[config.mk]
export PLATFORM = sky130hd
export DESIGN_NAME = ifill_router
export DESIGN_NICKNAME = d
export VERILOG_FILES = /design/src/rtl/ifill_router.sv
export SDC_FILE = /design/constraint.sdc
export NUM_CORES = 1
export LEC_CHECK = 0
export ABC_AREA = 1
export BUFFER_PORTS_ARGS = -buffer_cell sky130_fd_sc_hd__buf_2
export CORE_AREA = 2 2 194 196
export CTS_CLUSTER_DIAMETER = 100
export CTS_CLUSTER_SIZE = 20
export DETAILED_ROUTE_END_ITERATION = 16
export DIE_AREA = 0 0 196 198
export PLACE_DENSITY = 0.54
export SYNTH_ARGS = -nofsm -noshare
export SYNTH_HDL_FRONTEND = slang
export SYNTH_SLANG_ARGS = --single-unit
[constraint.sdc]
create_clock -name clk_i -period 24.5 [get_ports clk_i]
set_input_delay 6.125 -clock clk_i [delete_from_list [all_inputs] [get_ports clk_i]]
set_output_delay 6.125 -clock clk_i [all_outputs]
set_load 0.01 [all_outputs]
[src/rtl/ifill_router.sv]
// ifill_router
//   Routes iCache line-fill requests to the boot ROM or to L2 by physical
//   address. Each accepted request produces exactly one registered fill
//   response. A timer guards each transaction: on expiry err_o is set and the
//   FSM returns to IDLE with no response. Requests that arrive while busy are
//   parked in a one-entry pending slot, and the newest request overwrites it.
//
// Ports
//   clk_i, rst_i                      clock, async active-high reset
//   ic_req_valid_i/ic_req_paddr_i     iCache fill request (pulse + address)
//   ic_resp_valid_o/ic_resp_data_o    fill response pulse + line (data held)
//   brom_req_valid_o/brom_req_addr_o  boot ROM request, held until brom_ready_i
//   brom_ready_i                      boot ROM accepts the request
//   brom_resp_valid_i/brom_resp_data_i  boot ROM response
//   l2_req_valid_o/l2_req_paddr_o     L2 request, one-cycle pulse
//   l2_resp_valid_i/l2_resp_data_i    L2 response
//   busy_o                            FSM not IDLE
//   err_o                             sticky timeout flag
//
// Optional feature: define IFILL_ROUTER_PERF_EN to add saturating counters
//   perf_brom_fills_o, perf_l2_fills_o and perf_dropped_o.

module ifill_router #(
  parameter int unsigned          PADDR_W    = 40,
  parameter int unsigned          LINE_W     = 128,
  parameter int unsigned          BROM_AW    = 24,
  parameter logic [PADDR_W-1:0]   BROM_LIMIT = PADDR_W'(32'h0001_0000),
  parameter int unsigned          TIMEOUT    = 1024
) (
  input  logic               clk_i,
  input  logic               rst_i,
  input  logic               ic_req_valid_i,
  input  logic [PADDR_W-1:0] ic_req_paddr_i,
  output logic               ic_resp_valid_o,
  output logic [LINE_W-1:0]  ic_resp_data_o,
  output logic               brom_req_valid_o,
  output logic [BROM_AW-1:0] brom_req_addr_o,
  input  logic               brom_ready_i,
  input  logic               brom_resp_valid_i,
  input  logic [LINE_W-1:0]  brom_resp_data_i,
  output logic               l2_req_valid_o,
  output logic [PADDR_W-1:0] l2_req_paddr_o,
  input  logic               l2_resp_valid_i,
  input  logic [LINE_W-1:0]  l2_resp_data_i,
`ifdef IFILL_ROUTER_PERF_EN
  output logic [31:0]        perf_brom_fills_o,
  output logic [31:0]        perf_l2_fills_o,
  output logic [31:0]        perf_dropped_o,
`endif
  output logic               busy_o,
  output logic               err_o
);

  localparam int unsigned    TW   = $clog2(TIMEOUT);
  localparam logic [TW-1:0]  TMAX = TW'(TIMEOUT - 1);

  typedef enum logic [2:0] {
    S_IDLE      = 3'd0,
    S_BROM_REQ  = 3'd1,
    S_BROM_WAIT = 3'd2,
    S_L2_REQ    = 3'd3,
    S_L2_WAIT   = 3'd4
  } state_t;

  state_t             r_state;
  state_t             w_state_next;
  logic [PADDR_W-1:0] r_paddr;
  logic               r_pend_valid;
  logic [PADDR_W-1:0] r_pend_paddr;
  logic [TW-1:0]      r_timer;
  logic               r_resp_valid;
  logic [LINE_W-1:0]  r_resp_data;
  logic               r_err;

  logic               w_req_valid;
  logic [PADDR_W-1:0] w_req_paddr;
  logic               w_brom_take;
  logic               w_l2_take;
  logic               w_timer_done;
  logic               w_timeout;
  logic               w_timed_state;

  // A fresh iCache request takes priority over the parked one
  assign w_req_valid   = ic_req_valid_i | r_pend_valid;
  assign w_req_paddr   = ic_req_valid_i ? ic_req_paddr_i : r_pend_paddr;
  assign w_brom_take   = (r_state == S_BROM_WAIT) & brom_resp_valid_i;
  assign w_l2_take     = (r_state == S_L2_WAIT) & l2_resp_valid_i;
  assign w_timer_done  = (r_timer == TMAX);
  assign w_timed_state = (r_state == S_BROM_REQ) | (r_state == S_BROM_WAIT) |
                         (r_state == S_L2_WAIT);
  // Progress (handshake or response) beats an expiring timer in the same cycle
  assign w_timeout     = w_timer_done &
                         (((r_state == S_BROM_REQ) & ~brom_ready_i) |
                          ((r_state == S_BROM_WAIT) & ~brom_resp_valid_i) |
                          ((r_state == S_L2_WAIT) & ~l2_resp_valid_i));

  // FSM state register
  always_ff @(posedge clk_i or posedge rst_i) begin
    if (rst_i) r_state <= S_IDLE;
    else       r_state <= w_state_next;
  end

  // FSM next-state logic
  always_comb begin
    w_state_next = r_state;
    case (r_state)
      S_IDLE: begin
        if (w_req_valid) begin
          if (w_req_paddr < BROM_LIMIT) w_state_next = S_BROM_REQ;
          else                          w_state_next = S_L2_REQ;
        end else begin
          w_state_next = S_IDLE;
        end
      end
      S_BROM_REQ: begin
        if (brom_ready_i)   w_state_next = S_BROM_WAIT;
        else if (w_timeout) w_state_next = S_IDLE;
        else                w_state_next = S_BROM_REQ;
      end
      S_BROM_WAIT: begin
        if (brom_resp_valid_i || w_timeout) w_state_next = S_IDLE;
        else                                w_state_next = S_BROM_WAIT;
      end
      S_L2_REQ: w_state_next = S_L2_WAIT;
      S_L2_WAIT: begin
        if (l2_resp_valid_i || w_timeout) w_state_next = S_IDLE;
        else                              w_state_next = S_L2_WAIT;
      end
      default: w_state_next = S_IDLE;
    endcase
  end

  // FSM outputs decoded from the state register; addresses read 0 when idle
  always_comb begin
    brom_req_valid_o = 1'b0;
    brom_req_addr_o  = {BROM_AW{1'b0}};
    l2_req_valid_o   = 1'b0;
    l2_req_paddr_o   = {PADDR_W{1'b0}};
    busy_o           = (r_state != S_IDLE);
    if (r_state == S_BROM_REQ) begin
      brom_req_valid_o = 1'b1;
      brom_req_addr_o  = r_paddr[BROM_AW-1:0];
    end else if (r_state == S_L2_REQ) begin
      l2_req_valid_o = 1'b1;
      l2_req_paddr_o = r_paddr;
    end else begin
      brom_req_valid_o = 1'b0;
      l2_req_valid_o   = 1'b0;
    end
  end

  // Transaction timer, cleared whenever the FSM changes state
  always_ff @(posedge clk_i or posedge rst_i) begin
    if (rst_i)                         r_timer <= {TW{1'b0}};
    else if (w_state_next != r_state)  r_timer <= {TW{1'b0}};
    else if (w_timed_state)            r_timer <= r_timer + TW'(1);
    else                               r_timer <= {TW{1'b0}};
  end

  // Active address latch and the one-entry pending slot
  always_ff @(posedge clk_i or posedge rst_i) begin
    if (rst_i) begin
      r_paddr      <= {PADDR_W{1'b0}};
      r_pend_valid <= 1'b0;
      r_pend_paddr <= {PADDR_W{1'b0}};
    end else if (r_state == S_IDLE) begin
      if (w_req_valid) r_paddr <= w_req_paddr;
      // The slot is consumed only when it was actually the one issued
      if (!ic_req_valid_i) r_pend_valid <= 1'b0;
    end else if (ic_req_valid_i) begin
      r_pend_valid <= 1'b1;
      r_pend_paddr <= ic_req_paddr_i;
    end
  end

  // Registered fill response and sticky error flag
  always_ff @(posedge clk_i or posedge rst_i) begin
    if (rst_i) begin
      r_resp_valid <= 1'b0;
      r_resp_data  <= {LINE_W{1'b0}};
      r_err        <= 1'b0;
    end else begin
      r_resp_valid <= w_brom_take | w_l2_take;
      if (w_brom_take)    r_resp_data <= brom_resp_data_i;
      else if (w_l2_take) r_resp_data <= l2_resp_data_i;
      if (w_timeout)      r_err <= 1'b1;
    end
  end

  assign ic_resp_valid_o = r_resp_valid;
  assign ic_resp_data_o  = r_resp_data;
  assign err_o           = r_err;

`ifdef IFILL_ROUTER_PERF_EN
  logic [31:0] r_perf_brom;
  logic [31:0] r_perf_l2;
  logic [31:0] r_perf_drop;
  logic [1:0]  w_drop_n;

  function automatic logic [31:0] sat_add(input logic [31:0] cnt, input logic [1:0] inc);
    logic [32:0] sum;
    sum = {1'b0, cnt} + {31'b0, inc};
    return sum[32] ? 32'hFFFF_FFFF : sum[31:0];
  endfunction

  // Both sources can drop a response in the same cycle
  assign w_drop_n = {1'b0, brom_resp_valid_i & ~w_brom_take} +
                    {1'b0, l2_resp_valid_i & ~w_l2_take};

  // Saturating fill and drop counters
  always_ff @(posedge clk_i or posedge rst_i) begin
    if (rst_i) begin
      r_perf_brom <= 32'd0;
      r_perf_l2   <= 32'd0;
      r_perf_drop <= 32'd0;
    end else begin
      r_perf_brom <= sat_add(r_perf_brom, {1'b0, w_brom_take});
      r_perf_l2   <= sat_add(r_perf_l2, {1'b0, w_l2_take});
      r_perf_drop <= sat_add(r_perf_drop, w_drop_n);
    end
  end

  assign perf_brom_fills_o = r_perf_brom;
  assign perf_l2_fills_o   = r_perf_l2;
  assign perf_dropped_o    = r_perf_drop;
`endif

endmodule

==> impl_metrics.csv, run 1 <==
group,metric,value,unit
routing,drt-pass1-iter-count,5,
critical_path,critical_path_required,24.89,ns
critical_path,slowest_delay,0.82,ns
timing,fin_crit,9.183,ns
global_route,grt_usage,0.1875,
critical_path,end_kind,"flop",
critical_path,path_buf_inv,6,
power,pwr-share-seq,0.392,
layout,nets,2086,
job,drv_cap,0,
power,pwr-share-clk,0.156,
synth,synth_area_leader_cell,"dfrtp_1",
global_route,overflow,0,
outcome,status,"finished, final reports clean",
timing,maxSlewViolCount,0,
critical_path,worstSetupPathType,"primary input to flop",
synth,synth_top_area_share,0.5405,
synth,ys_warn_count,0,
synth,synth_cell_types,24,
routing,first_iter_violations,607,
power,irDropWorstVdd,0.00004193,V
routing,drc,0,
critical_path,crit_arrival,9.57,ns
floorplanning,die_area,38810,um2
critical_path,crit_cells,10,
synth,syn_nets,1646,
clock_network,clock-sinks,224,
critical_path,path_max_fanout,92,
power,swShare,0.4384,
critical_path,slowest_stage,"buf_4",
critical_path,critPathTopFamily,"buffers and inverters",
routing,vias,10530,
layout,fill_cells,4000,
timing,max_freq,108.9,MHz
critical_path,reg2regPathDepth,11,
timing,rsz0062_at_grt,"no",
place,io_buffer_count,498,
clock_network,numCtsBuffers,15,
layout,layout-drive-gt1-share,0.3008,
clock_network,clk_path_buf_depth,3,
power,p_comb_frac,0.452,
global_route,grt_pass1_wl,57690,um
routing,routed_wl,38390,um
clock_network,cts_hold_buf,0,
routing,wl_per_cell,16.90,um
critical_path,critical_path.endpoint,"ic_resp_data_o[117]",
timing,post-route-period-util,0.3748,
critical_path,cp-startpoint,"brom_resp_valid_i",
floorplanning,rows,71,
synth,synth-edff-count,0,
timing,timing.hold.ws,0.4834,ns
synth,ys.flop_type,"dfrtp_1",
critical_path,r2r_setup_slack,20.45,ns
clock_network,cts_tree,"built",
clock_network,cts.htree.levels,1,
power,p_leak,7.197,nW
timing,fin_ws,15.32,ns
clock_network,post_cts_buffers,0,
timing,tightest_slew,1.046,ns
synth,syn_avg_cell_area,7.721,um2
synth,synthCells,1343,
routing,drtAntennaViolNets,0,
layout,area_growth,31.42,%
clock_network,clk_latency,0.49,ns
synth,synthTopCellsByArea,"dfrtp_1, o21ai_0, nand2_1, nor2_1, inv_1",
clock_network,post_cts_resize_count,0,
timing,maxSlewHeadroom,0.3026,
timing,fin_skew,0.01319,ns
place,hpwl,27790,um
synth,syn_area,10370,um2
floorplanning,start_util,0.2806,
timing,finalSetupViolations,0,
layout,utilization,0.3688,
critical_path,path_cells,"buf_2, inv_1, nor2_4, buf_4, inv_4, nand2_4, inv_4, buf_4, nand2_1, o21ai_0",
critical_path,cp-start-kind,"primary input",
routing,routed_via_density,4.638,
synth,ys_seq_area_frac,0.5405,
timing,tns,0,ns
place,dp_slack,14.79,ns
floorplanning,ios,499,
critical_path,timing.rr.end,"ic_resp_data_o[117]",
min_path,min_path_type,"flop to flop",
floorplanning,fp.dieH,198,um
floorplanning,dieWidth,196,um
floorplanning,core,36960,um2
critical_path,r2r-start,"r_state[1]",
power,p_int,0.0008848,W
synth,synth_seq_cells,224,
clock_network,root_buffer,"clkbuf_16",
place,globalplace.congestion,0.8178,
timing,finalHoldViolCount,0,
power,p_switching,0.0006907,W
global_route,grt_pass1_vias,10200,
global_route,grt_max_degree,95,
power,p_per_area,115.6,nW/um2
global_route,antenna_found_initial,19,
clock_network,clk_pin_slew,0.08,ns
synth,async_reset_ff_frac,1.000,
==> cell families (layout without fill, tap and decap cells) <==
logic type	Yosys count	in the layout	synth area share
adders and majority gates	1	1	0.001206
AOI/OAI and AO/OA	369	369	0.1792
DFF	224	224	0.5405
and+or+nand+nor	560	560	0.2057
buffers and inverters	187	629	0.07167
xor gates and xnor gates	2	2	0.001689
other	0	12	0
==> how the worst min path moves through the flow <==
stage                              startpoint  slack (ns)                  end  cells after the start
after floorplan                   r_paddr[16]        0.45          r_paddr[16]                      2
after detailed placement                err_o        0.46                err_o                      1
after CTS                               err_o        0.48                err_o                      1
after global placement                  err_o        0.46                err_o                      1
final                     ic_resp_data_o[116]        0.48  ic_resp_data_o[116]                      2
after global routing                    err_o        0.51                err_o                      1
==> per-layer routing <==
layer,wire length [um],up-vias,track usage
met5,35,-,0
met2,18340,376,0.3084
li1,-,5158,-
met1,16180,4941,0.2476
met4,965,6,0.05696
met3,2872,51,0.04071
==> state kept, by name, indices dropped and copies added (netlist names) <==
register / count
ic_resp_data_o: 128
r_paddr: 40
r_pend_paddr: 40
r_timer: 10
r_state: 3
err_o: 1
ic_resp_valid_o: 1
r_pend_valid: 1
==> cell usage in the layout (no fill, tap or decap), types with 2 or more instances in the layout <==
cell	count
o21ai_0	309
xnor2_1	2
nand3_1	8
inv_2	4
dfrtp_1	224
inv_1	95
nand3b_1	3
nor2_1	232
clkbuf_16	15
a21oi_1	3
buf_4	10
inv_4	2
o21ai_1	53
diode_2	12
nand2_1	312
buf_2	498
==> power by group through the flow <==
stage	sequential (W)	clock (W)	combinational, W
after floorplan	0.000662	0	0.000393
after global placement	0.000621	0	0.000708
after detailed placement	0.000624	0	0.000722
after CTS	0.000617	0.000257	0.000724
after global routing	0.000635	0.000269	0.000813
final	0.000617	0.000246	0.000712
==> through the flow <==
step	total power, W	cells	instance area, um2
6_report	0.001576	2271	13630
3_5_place_dp	0.001346	2240	13200
5_1_grt	0.001718	2268	13620
4_1_cts	0.001598	2259	13600
3_3_place_gp	0.001329	2240	13200
2_1_floorplan	0.001055	1343	10370
==> Yosys cell counts, types with 2 or more instances <==
cell,n
clkbuf_1,55
o21ai_0,309
nor2_1,233
nand2_1,313
o21ai_1,53
nand3b_1,3
dfrtp_1,224
buf_1,4
nand3_1,8
xnor2_1,2
buf_2,24
a21oi_1,3
inv_2,5
inv_1,97
==> area by class of cell <==
type | instances | area, um2 | area share
Multi-Input combinational cell | 932 | 4036 | 0.2962
Tap cell | 474 | 593.1 | 0.04352
Sequential cell | 224 | 5605 | 0.4113
Clock inverter | 3 | 21.27 | 0.001561
Clock buffer | 16 | 379.1 | 0.02782
Inverter | 102 | 395.4 | 0.02901
Antenna cell | 12 | 30.03 | 0.002203
Timing Repair Buffer | 508 | 2567 | 0.1884
==> worst reg2reg max path: stages (launching register included) <==
cell and delay, ns:
dfrtp_1 0.40, inv_1 0.08, nor2_1 0.05, nand2_1 0.17, nor2_4 0.04, buf_4 0.28, inv_4 0.69, nand2_4 0.59
inv_4 0.49, buf_4 0.83, nand2_1 0.21, o21ai_0 0.14
(Power assumes the default switching activity.)
==> inputs of run 2 (changes only) <==
==> constraint.sdc (replaced) <==
create_clock -name clk_i -period 8.84 [get_ports clk_i]
set_input_delay 2.21 -clock clk_i [delete_from_list [all_inputs] [get_ports clk_i]]
set_output_delay 2.21 -clock clk_i [all_outputs]
set_load 0.01 [all_outputs]
==> impl_metrics.csv, run 2 (synthesized netlist as in run 1, its figures left out) <==
group,metric,value,unit
timing,finalHoldViolCount,0,
clock_network,numCtsBuffers,15,
power,p_int,0.002481,W
routing,routed_wl,37760,um
power,pwr-share-clk,0.162,
timing,maxSlewHeadroom,0.3066,
min_path,hold_depth,1,
clock_network,clk_latency,0.49,ns
routing,vias,10340,
routing,drc,0,
routing,drt-pass1-iter-count,5,
critical_path,reg2regPathDepth,11,
power,irDropWorstVdd,0.0001449,V
global_route,grt_usage,0.1845,
routing,wl_per_cell,16.65,um
place,dp_cells,2239,
clock_network,post_cts_buffers,0,
power,pwr-share-seq,0.388,
global_route,grt_pass1_wl,56920,um
place,io_buffer_count,498,
timing,post-route-period-util,0.5812,
timing,tightest_slew,1.038,ns
critical_path,path_cells,"buf_2, inv_1, nor2_4, buf_4, inv_4, nand2_4, inv_4, buf_4, nand2_1, o21ai_0",
global_route,antenna_found_initial,12,
floorplanning,dieWidth,196,um
global_route,overflow,0,
critical_path,cp-start-kind,"primary input",
critical_path,path_max_fanout,91,
layout,layout_commonest_cell,"buf_2",
min_path,hp-start,"err_o",
place,globalplace.congestion,0.7810,
layout,nets,2085,
clock_network,clk_pin_slew,0.09,ns
clock_network,clock-sinks,224,
critical_path,worstSetupPathType,"primary input to flop",
floorplanning,start_util,0.2806,
min_path,hold_end,"err_o",
place,dp_slack,3.192,ns
layout,layout-drive-gt1-share,0.3004,
floorplanning,rows,71,
clock_network,root_buffer,"clkbuf_16",
critical_path,r2r-start,"r_state[1]",
clock_network,post_cts_resize_count,0,
power,p_leak,7.207,nW
critical_path,slowest_stage,"buf_4",
layout,final_area,13650,um2
floorplanning,die_area,38810,um2
floorplanning,fp.dieH,198,um
floorplanning,ios,499,
clock_network,clk_path_buf_depth,3,
critical_path,path_buf_inv,6,
power,swShare,0.4350,
layout,utilization,0.3694,
outcome,status,"finished, final reports clean",
job,drv_cap,0,
power,p_switching,0.001910,W
global_route,grt_pass1_vias,9893,
timing,tns,0,ns
routing,routed_via_density,4.560,
power,p_per_area,321.7,nW/um2
place,place_area,13200,um2
timing,rsz0062_at_grt,"no",
critical_path,critical_path_required,9.24,ns
critical_path,end_kind,"flop",
critical_path,critPathTopFamily,"buffers and inverters",
layout,area_growth,31.66,%
clock_network,cts_hold_buf,0,
critical_path,slowest_delay,0.82,ns
timing,fin_skew,0.01207,ns
routing,drtAntennaViolNets,0,
timing,fin_ws,3.702,ns
critical_path,r2r_setup_slack,4.92,ns
timing,fin_crit,5.138,ns
critical_path,timing.rr.end,"ic_resp_data_o[3]",
layout,final_cell_mix,"buf_2, nand2_1, o21ai_0",
timing,max_freq,194.6,MHz
clock_network,cts.htree.levels,1,
layout,largest_register_ffs,128,
power,p_comb_frac,0.450,
layout,final_cell_count_no_fill,2268,
global_route,grt_max_degree,115,
clock_network,cts_tree,"built",
min_path,min_path_type,"flop to flop",
timing,maxSlewViolCount,0,
critical_path,crit_arrival,5.54,ns
timing,finalSetupViolations,0,
place,hpwl,27070,um
floorplanning,core,36960,um2
routing,first_iter_violations,528,
run 2: worst max path at each step:
stage                            startpoint                   to  slack, ns  depth (start not counted)
final                     brom_resp_valid_i    ic_resp_data_o[3]       3.70                         10
after global routing      brom_resp_valid_i  ic_resp_data_o[115]       3.40                         10
after CTS                 brom_resp_valid_i  ic_resp_data_o[114]       3.72                         10
after detailed placement  brom_resp_valid_i  ic_resp_data_o[121]       3.19                         10
after global placement    brom_resp_valid_i   ic_resp_data_o[49]       3.23                         10
after floorplan                       rst_i                err_o       0.50                          1
run 2: final cells by class:
type / count / area [um2]
diodes: 10 / 25.02
clock buffers: 16 / 379.1
clock inverters: 3 / 46.29
fillers: 3978 / 23300
inverters: 102 / 395.4
multi-input cells: 932 / 4036
flip-flops and latches: 224 / 5605
well taps: 474 / 593.1
repair buffers: 507 / 2572
run 2: through the flow:
stage	hold slack [ns]	total power, W
6_report	0.4786	0.004392
5_1_grt	0.4936	0.004793
4_1_cts	0.4819	0.004459
3_5_place_dp	0.4577	0.003727
3_3_place_gp	0.4598	0.003687
2_1_floorplan	0.4530	0.002924
run 2: power groups by stage:
stage               clock, W  sequential [W]  combinational, W
floorplan                  0         0.00183           0.00109
global placement           0         0.00171           0.00198
detailed placement         0         0.00172           0.00200
CTS                 0.000742         0.00171           0.00201
global route        0.000768         0.00176           0.00227
finish              0.000711         0.00171           0.00197
run 2: metal layers:
metal / part of all wire / track usage
met1: 0.43 / 0.2475
met2: 0.48 / 0.2985
met3: 0.070 / 0.03935
met4: 0.020 / 0.05696
met5: 0.00066 / 0
